==> config.mk <==
export PLATFORM = sky130hd
export DESIGN_NAME = button_event_arbiter
export DESIGN_NICKNAME = d
export VERILOG_FILES = /design/src/rtl/button_event_arbiter.sv
export SDC_FILE = /design/constraint.sdc
export NUM_CORES = 1
export LEC_CHECK = 0
export ABC_AREA = 1
export CAP_MARGIN = 10
export CORE_AREA = 3 3 40 42
export CTS_BUF_LIST = sky130_fd_sc_hd__clkbuf_4 sky130_fd_sc_hd__clkbuf_8 sky130_fd_sc_hd__clkbuf_16
export DETAILED_ROUTE_END_ITERATION = 8
export DIE_AREA = 0 0 43 45
export PLACE_DENSITY_LB_ADDON = 0.25
export SYNTH_ARGS = -nofsm -noshare
export SYNTH_HDL_FRONTEND = slang
export SYNTH_SLANG_ARGS = --single-unit
export TNS_END_PERCENT = 30
==> constraint.sdc <==
create_clock -name clk -period 1.3 [get_ports clk]
set_input_delay 0.13 -clock clk [delete_from_list [all_inputs] [get_ports clk]]
set_output_delay 0.13 -clock clk [all_outputs]
set_load 0.01 [all_outputs]
==> src/rtl/button_event_arbiter.sv <==
// Round-robin serializer of shaped button pulses onto one valid/ready event channel.
// Define BTN_ARB_DROP_CNT_EN to add the saturating drop_cnt counter and port.
module button_event_arbiter #(
  parameter int NUM_REQ = 4,
  parameter int ID_W    = 2
`ifdef BTN_ARB_DROP_CNT_EN
  ,
  parameter int DROP_W  = 8
`endif
) (
  input  logic               clk,
  input  logic               rst,
  input  logic [NUM_REQ-1:0] req_pulse,
  output logic               evt_valid,
  output logic [ID_W-1:0]    evt_id,
  input  logic               evt_ready,
  output logic [NUM_REQ-1:0] pending
`ifdef BTN_ARB_DROP_CNT_EN
  ,
  output logic [DROP_W-1:0]  drop_cnt
`endif
);

  typedef enum logic [1:0] {
    IDLE    = 2'd0,
    PRESENT = 2'd1
  } state_e;

  state_e             state_q, state_d;
  logic [NUM_REQ-1:0] pending_q, pending_d;
  logic [NUM_REQ-1:0] clr;
  logic [ID_W-1:0]    evt_id_q, evt_id_d;
  logic [ID_W-1:0]    last_q, last_d;
  logic [ID_W-1:0]    sel_hi, sel_lo, sel;
  logic               evt_valid_q, evt_valid_d;
  logic               hi_found;
  logic               accept;

  // First set bit above last grant wins; otherwise wrap to lowest set bit.
  always_comb begin
    sel_hi   = '0;
    sel_lo   = '0;
    hi_found = 1'b0;
    for (int i = NUM_REQ - 1; i >= 0; i--) begin
      if (pending_q[i]) begin
        sel_lo = ID_W'(i);
        if (i > int'(last_q)) begin
          sel_hi   = ID_W'(i);
          hi_found = 1'b1;
        end
      end
    end
    sel = hi_found ? sel_hi : sel_lo;
  end

  always_comb begin
    state_d     = state_q;
    evt_valid_d = evt_valid_q;
    evt_id_d    = evt_id_q;
    last_d      = last_q;
    accept      = 1'b0;
    case (state_q)
      IDLE: begin
        evt_valid_d = 1'b0;
        if (|pending_q) begin
          evt_id_d    = sel;
          evt_valid_d = 1'b1;
          state_d     = PRESENT;
        end
      end
      PRESENT: begin
        evt_valid_d = 1'b1;
        if (evt_ready) begin
          accept      = 1'b1;
          last_d      = evt_id_q;
          evt_valid_d = 1'b0;
          state_d     = IDLE;
        end
      end
      default: begin
        evt_valid_d = 1'b0;
        state_d     = IDLE;
      end
    endcase
  end

  always_comb begin
    clr = '0;
    for (int i = 0; i < NUM_REQ; i++) begin
      clr[i] = accept && (evt_id_q == ID_W'(i));
    end
  end

  // A new pulse overrides a same-cycle clear so the press becomes a new event.
  assign pending_d = (pending_q & ~clr) | req_pulse;

  always_ff @(posedge clk) begin
    if (!rst) begin
      state_q     <= IDLE;
      pending_q   <= '0;
      evt_valid_q <= 1'b0;
      evt_id_q    <= '0;
      last_q      <= ID_W'(NUM_REQ - 1);
    end else begin
      state_q     <= state_d;
      pending_q   <= pending_d;
      evt_valid_q <= evt_valid_d;
      evt_id_q    <= evt_id_d;
      last_q      <= last_d;
    end
  end

`ifdef BTN_ARB_DROP_CNT_EN
  logic              coalesce;
  logic [DROP_W-1:0] drop_q, drop_d;

  assign coalesce = |(req_pulse & pending_q & ~clr);

  always_comb begin
    drop_d = drop_q;
    if (coalesce && (drop_q != '1)) begin
      drop_d = drop_q + DROP_W'(1);
    end
  end

  always_ff @(posedge clk) begin
    if (!rst) begin
      drop_q <= '0;
    end else begin
      drop_q <= drop_d;
    end
  end

  assign drop_cnt = drop_q;
`endif

  assign evt_valid = evt_valid_q;
  assign evt_id    = evt_id_q;
  assign pending   = pending_q;

endmodule

After elaboration in Yosys (flattened, before gate mapping)
Cells that the tools add are included.
{"block": "word_totals", "regBits": 11, "latch_bits": 0, "ram_bits": 0, "mem_bits_ro": 0, "elab_cells": 52, "memories": 0}
{"block": "op_classes", "add_sub_neg": 0, "n_mul": 0, "n_div": 0, "order_cmp": 3, "eq_ne": 6, "n_shift": 0, "mux": 25, "bitwise_logic": 3, "n_reduce_logical": 10}
{"cell": "$mux 2", "count": 13}
{"cell": "$mux 1", "count": 10}
{"cell": "$reduce_and 2->1", "count": 3}
{"cell": "$and 4x4->4", "count": 1}
{"cell": "$eq 2x1->1 const B", "count": 2}
{"cell": "$eq 2x2->1 const B", "count": 2}
{"cell": "$gt 2x2->1 const A", "count": 2}
{"cell": "$logic_and 1x1->1", "count": 4}
{"cell": "$logic_not 2->1", "count": 2}
{"cell": "$ne 2x2->1 const B", "count": 2}
{"cell": "$not 4->4", "count": 1}
{"cell": "$or 4x4->4", "count": 1}
{"cell": "$pmux 2 s2", "count": 1}
{"cell": "$reduce_or 4->1", "count": 1}
{"cell": "$gt 1x2->1 const A", "count": 1}
{"cell": "$pmux 1 s2", "count": 1}

Longest topological paths before layout
{"block": "depth", "word_depth": 8, "mapped_depth": 7, "ltp_nobuf": 7}

Worst setup path before layout
Ideal clock, no wire load.
{"block": "synth_timing", "path_kind": "reg2reg", "start": "register pending_q[1] (netlist: pending[1])", "end": "register evt_valid_q (netlist: evt_valid)", "setup_ns": 0.119, "t_arrival_ns": 0.804, "required_time_ns": 1.181, "setup_slack_ns": 0.377, "path_stages_with_launch": 5, "period_less_slack_ns": 0.923, "cell_sequence": "dfxtp_1 nor2_1 nand2_2 o211ai_1 inv_1"}
{"block": "synth_between", "elab_chain_cells": 3}
{"item": "start, declared", "line": "30", "text": "logic [NUM_REQ-1:0] pending_q, pending_d;"}
{"item": "start signal, assigned", "line": "106", "text": "pending_q <= pending_d;"}
{"item": "$reduce_or 4->1", "line": "65", "text": "if (|pending_q) begin"}
{"item": "$mux 1", "line": "65"}
{"item": "$pmux 1 s2", "line": "62", "text": "case (state_q)"}
{"item": "end signal, assigned", "line": "107", "text": "evt_valid_q <= evt_valid_d;"}
{"item": "end, declared", "line": "35", "text": "logic evt_valid_q, evt_valid_d;"}
No other way between the ends.
A chain may end at the register's enable or synchronous reset.

Final worst setup path
{"block": "layout_timing", "start": "register evt_valid_q (netlist: evt_valid)", "end": "output port evt_valid"}
{"item": "end, declared", "line": "14", "text": "output logic evt_valid,"}
No word-level cell between the ends.

==> metrics.yaml <==
outcome:
  status: "finished, final reports clean"
synth:
  ys_seq_area_frac: 0.447
  syn_inst: 62
  syn_area_per_cell_um2: 7.22
  synthesis.nets: 69
  ys_ff_latch: 10
  ys_types: 14
  ys_warn_count: 0
  synth_area_um2: 448
global_route:
  grt_start_max_net_pins: 7
  antenna_found_initial: 0
  grt_pass1_wl_um: 1750
  grt.total_usage: 0.127
  grt_pass1_vias: 419
  gr-total-overflow: 0
cts:
  cts_max_path_buffers: 2
  htree_levels: 1
  ctsRootBufferMaster: "clkbuf_4"
  clkTransAtPathRegs_ns: 0.06
  cts.sinks: 10
  cts_inserted_buffers: 3
  ctsHoldBuffers: 0
  insertion_delay_ns: 0.26
  cts_tree: "yes"
worst_setup_path:
  cp_cell_sequence: "clkdlybuf4s50_1"
  crit_required_ns: 1.17
  critPathArrivalTime_ns: 1.09
  end_kind: "output port"
  startpoint_type: "flop"
  cp_top_family: "buffers and inverters"
  critPathMaxStageDelay_ns: 0.52
  crit_type: "reg -> out"
  cpMaxStageDelayCell: "clkdlybuf4s50_1"
  critPathMaxFanout: 1
  worst-path-buf-inv: 1
power_and_ir_drop:
  ir_drop_mv: 0.470
  leakage_nw: 0.325
  p_per_area_nw_per_um2: 1160
route:
  via_per_inst: 4.57
  vias: 425
  drc: 0
  post_drt_wl_per_cell_um: 10.3
  drt_iter0_drc: 4
  ant_nets: 0
  first_pass_iters: 4
  wirelength_um: 960
floorplan:
  num_rows: 13
  initial_core_util: 0.349
  ios: 14
  core_um2: 1280
  die_area_um2: 1940
  chipHeight_um: 45
  die_x_um: 43
timing:
  slew_viol_final: 0
  period_minus_slack_ns: 1.22
  fin_tns_setup_ns: 0
  min_period_over_period: 0.935
  worst_hold_slack_ns: 0.409
  setup_viol: 0
  achievable-frequency_mhz: 822
  slew_headroom: 0.833
  rsz0062_at_grt: "false"
  tightest_slew_ns: 0.249
  skew_ns: 0.00481
  hold_viol: 0
place:
  portBuffers: 13
  gp_congestion: 0.841
  place_area_um2: 597
  hpwlAfterDp_um: 784
  place_inst: 90
cells_and_area:
  layout-drive-gt1-share: 0.154
  final_cell_count_no_fill: 93
  design_area_um2: 618
  num-nets-final: 87
  synthToLayoutAreaGrowth_pct: 38.0
  diodes: 0
worst_hold_path:
  hp-class: "in -> reg"
job:
  cap_violations: 0
## timing repair
| item | CTS | global route |
|---|---|---|
| buffers inserted | 0 | 0 |
| endpoints found under the setup margin | 5 | 1 |
| resized for setup | 7 | 1 |
## cells in the final DEF, fill, tap and decap left out
master,count
nand2_2,2
nor2_1,5
nand3_1,2
o21ai_0,4
o211ai_1,2
nor3_2,1
nand2_4,1
inv_1,12
a21oi_1,5
a21oi_2,1
clkdlybuf4s50_1,7
nor2_4,1
nand2_1,15
dfxtp_1,8
inv_2,1
dlymetal6s2s_1,1
dfxtp_2,2
dlygate4sd2_1,5
clkbuf_4,3
## routing by layer
layer  global-route usage  up-vias  routed length (um)
met5                    0        -                   0
met4               0.0904        0                  19
met3               0.0319        2                  63
met2                0.177       13                 447
met1                0.170      182                 430
li1                     -      228                   -
## final timing paths
path / from / end / slack (ns) / cells past startpoint
max: evt_valid$_SDFF_PN0_ / evt_valid / 0.08 / 1
min: req_pulse[2] / pending[2]$_SDFF_PN0_ / 0.41 / 3
max reg2reg: state_q[0]$_SDFFE_PN0P_ / pending[2]$_SDFF_PN0_ / 0.28 / 5
min reg2reg: last_q[0]$_SDFFE_PN1P_ / last_q[0]$_SDFFE_PN1P_ / 0.51 / 2
## where the power goes
group	internal, mW	switching [mW]
clock network	0.107	0.0979
logic	0.0719	0.0797
registers	0.335	0.0250
## cells by family after synthesis
family	after synthesis	synth area share
AOI/OAI and AO/OA	12	0.154
buffers and inverters	13	0.109
DFF	10	0.447
and+or+nand+nor	27	0.290
## area by class of cell
class / instances / area [um2]
Tap cell: 15 / 18.8
Sequential cell: 10 / 203
Clock buffer: 3 / 22.5
Timing Repair Buffer: 13 / 126
Fill cell: 135 / 667
Inverter: 13 / 48.8
Multi-Input combinational cell: 39 / 199
## stage by stage
stage,utilization,total power [mW],setup WS (ns)
after floorplan,-,0.452,0.377
after global placement,0.464,0.528,0.112
after detailed placement,0.464,0.529,0.0423
after CTS,0.479,0.725,0.00368
after global routing,0.481,0.764,0.0320
final,0.481,0.716,0.0839
## Yosys cell counts
cell,n,share of area
nand2_4,1,0.025
nand2_2,2,0.028
inv_2,1,0.0084
nand2_1,15,0.13
nand3_1,2,0.022
a21oi_2,1,0.020
nor2_4,1,0.025
nor2_1,5,0.042
o211ai_1,2,0.034
inv_1,12,0.10
o21ai_0,4,0.045
nor3_2,1,0.022
dfxtp_1,10,0.45
a21oi_1,5,0.056
## state kept, by name, summed over array words and instances, names as in the netlist
name,cells
evt_id,2
evt_valid,1
last_q,2
pending,4
state_q,1
## worst register-to-register path, cell delays in order (launching register included)
cell     delay, ns
dfxtp_1       0.35
nand2_1       0.10
inv_2         0.09
nand2_1       0.08
o21ai_0       0.20
a21oi_1       0.09
No activity file was read; power rests on OpenSTA's default activity.
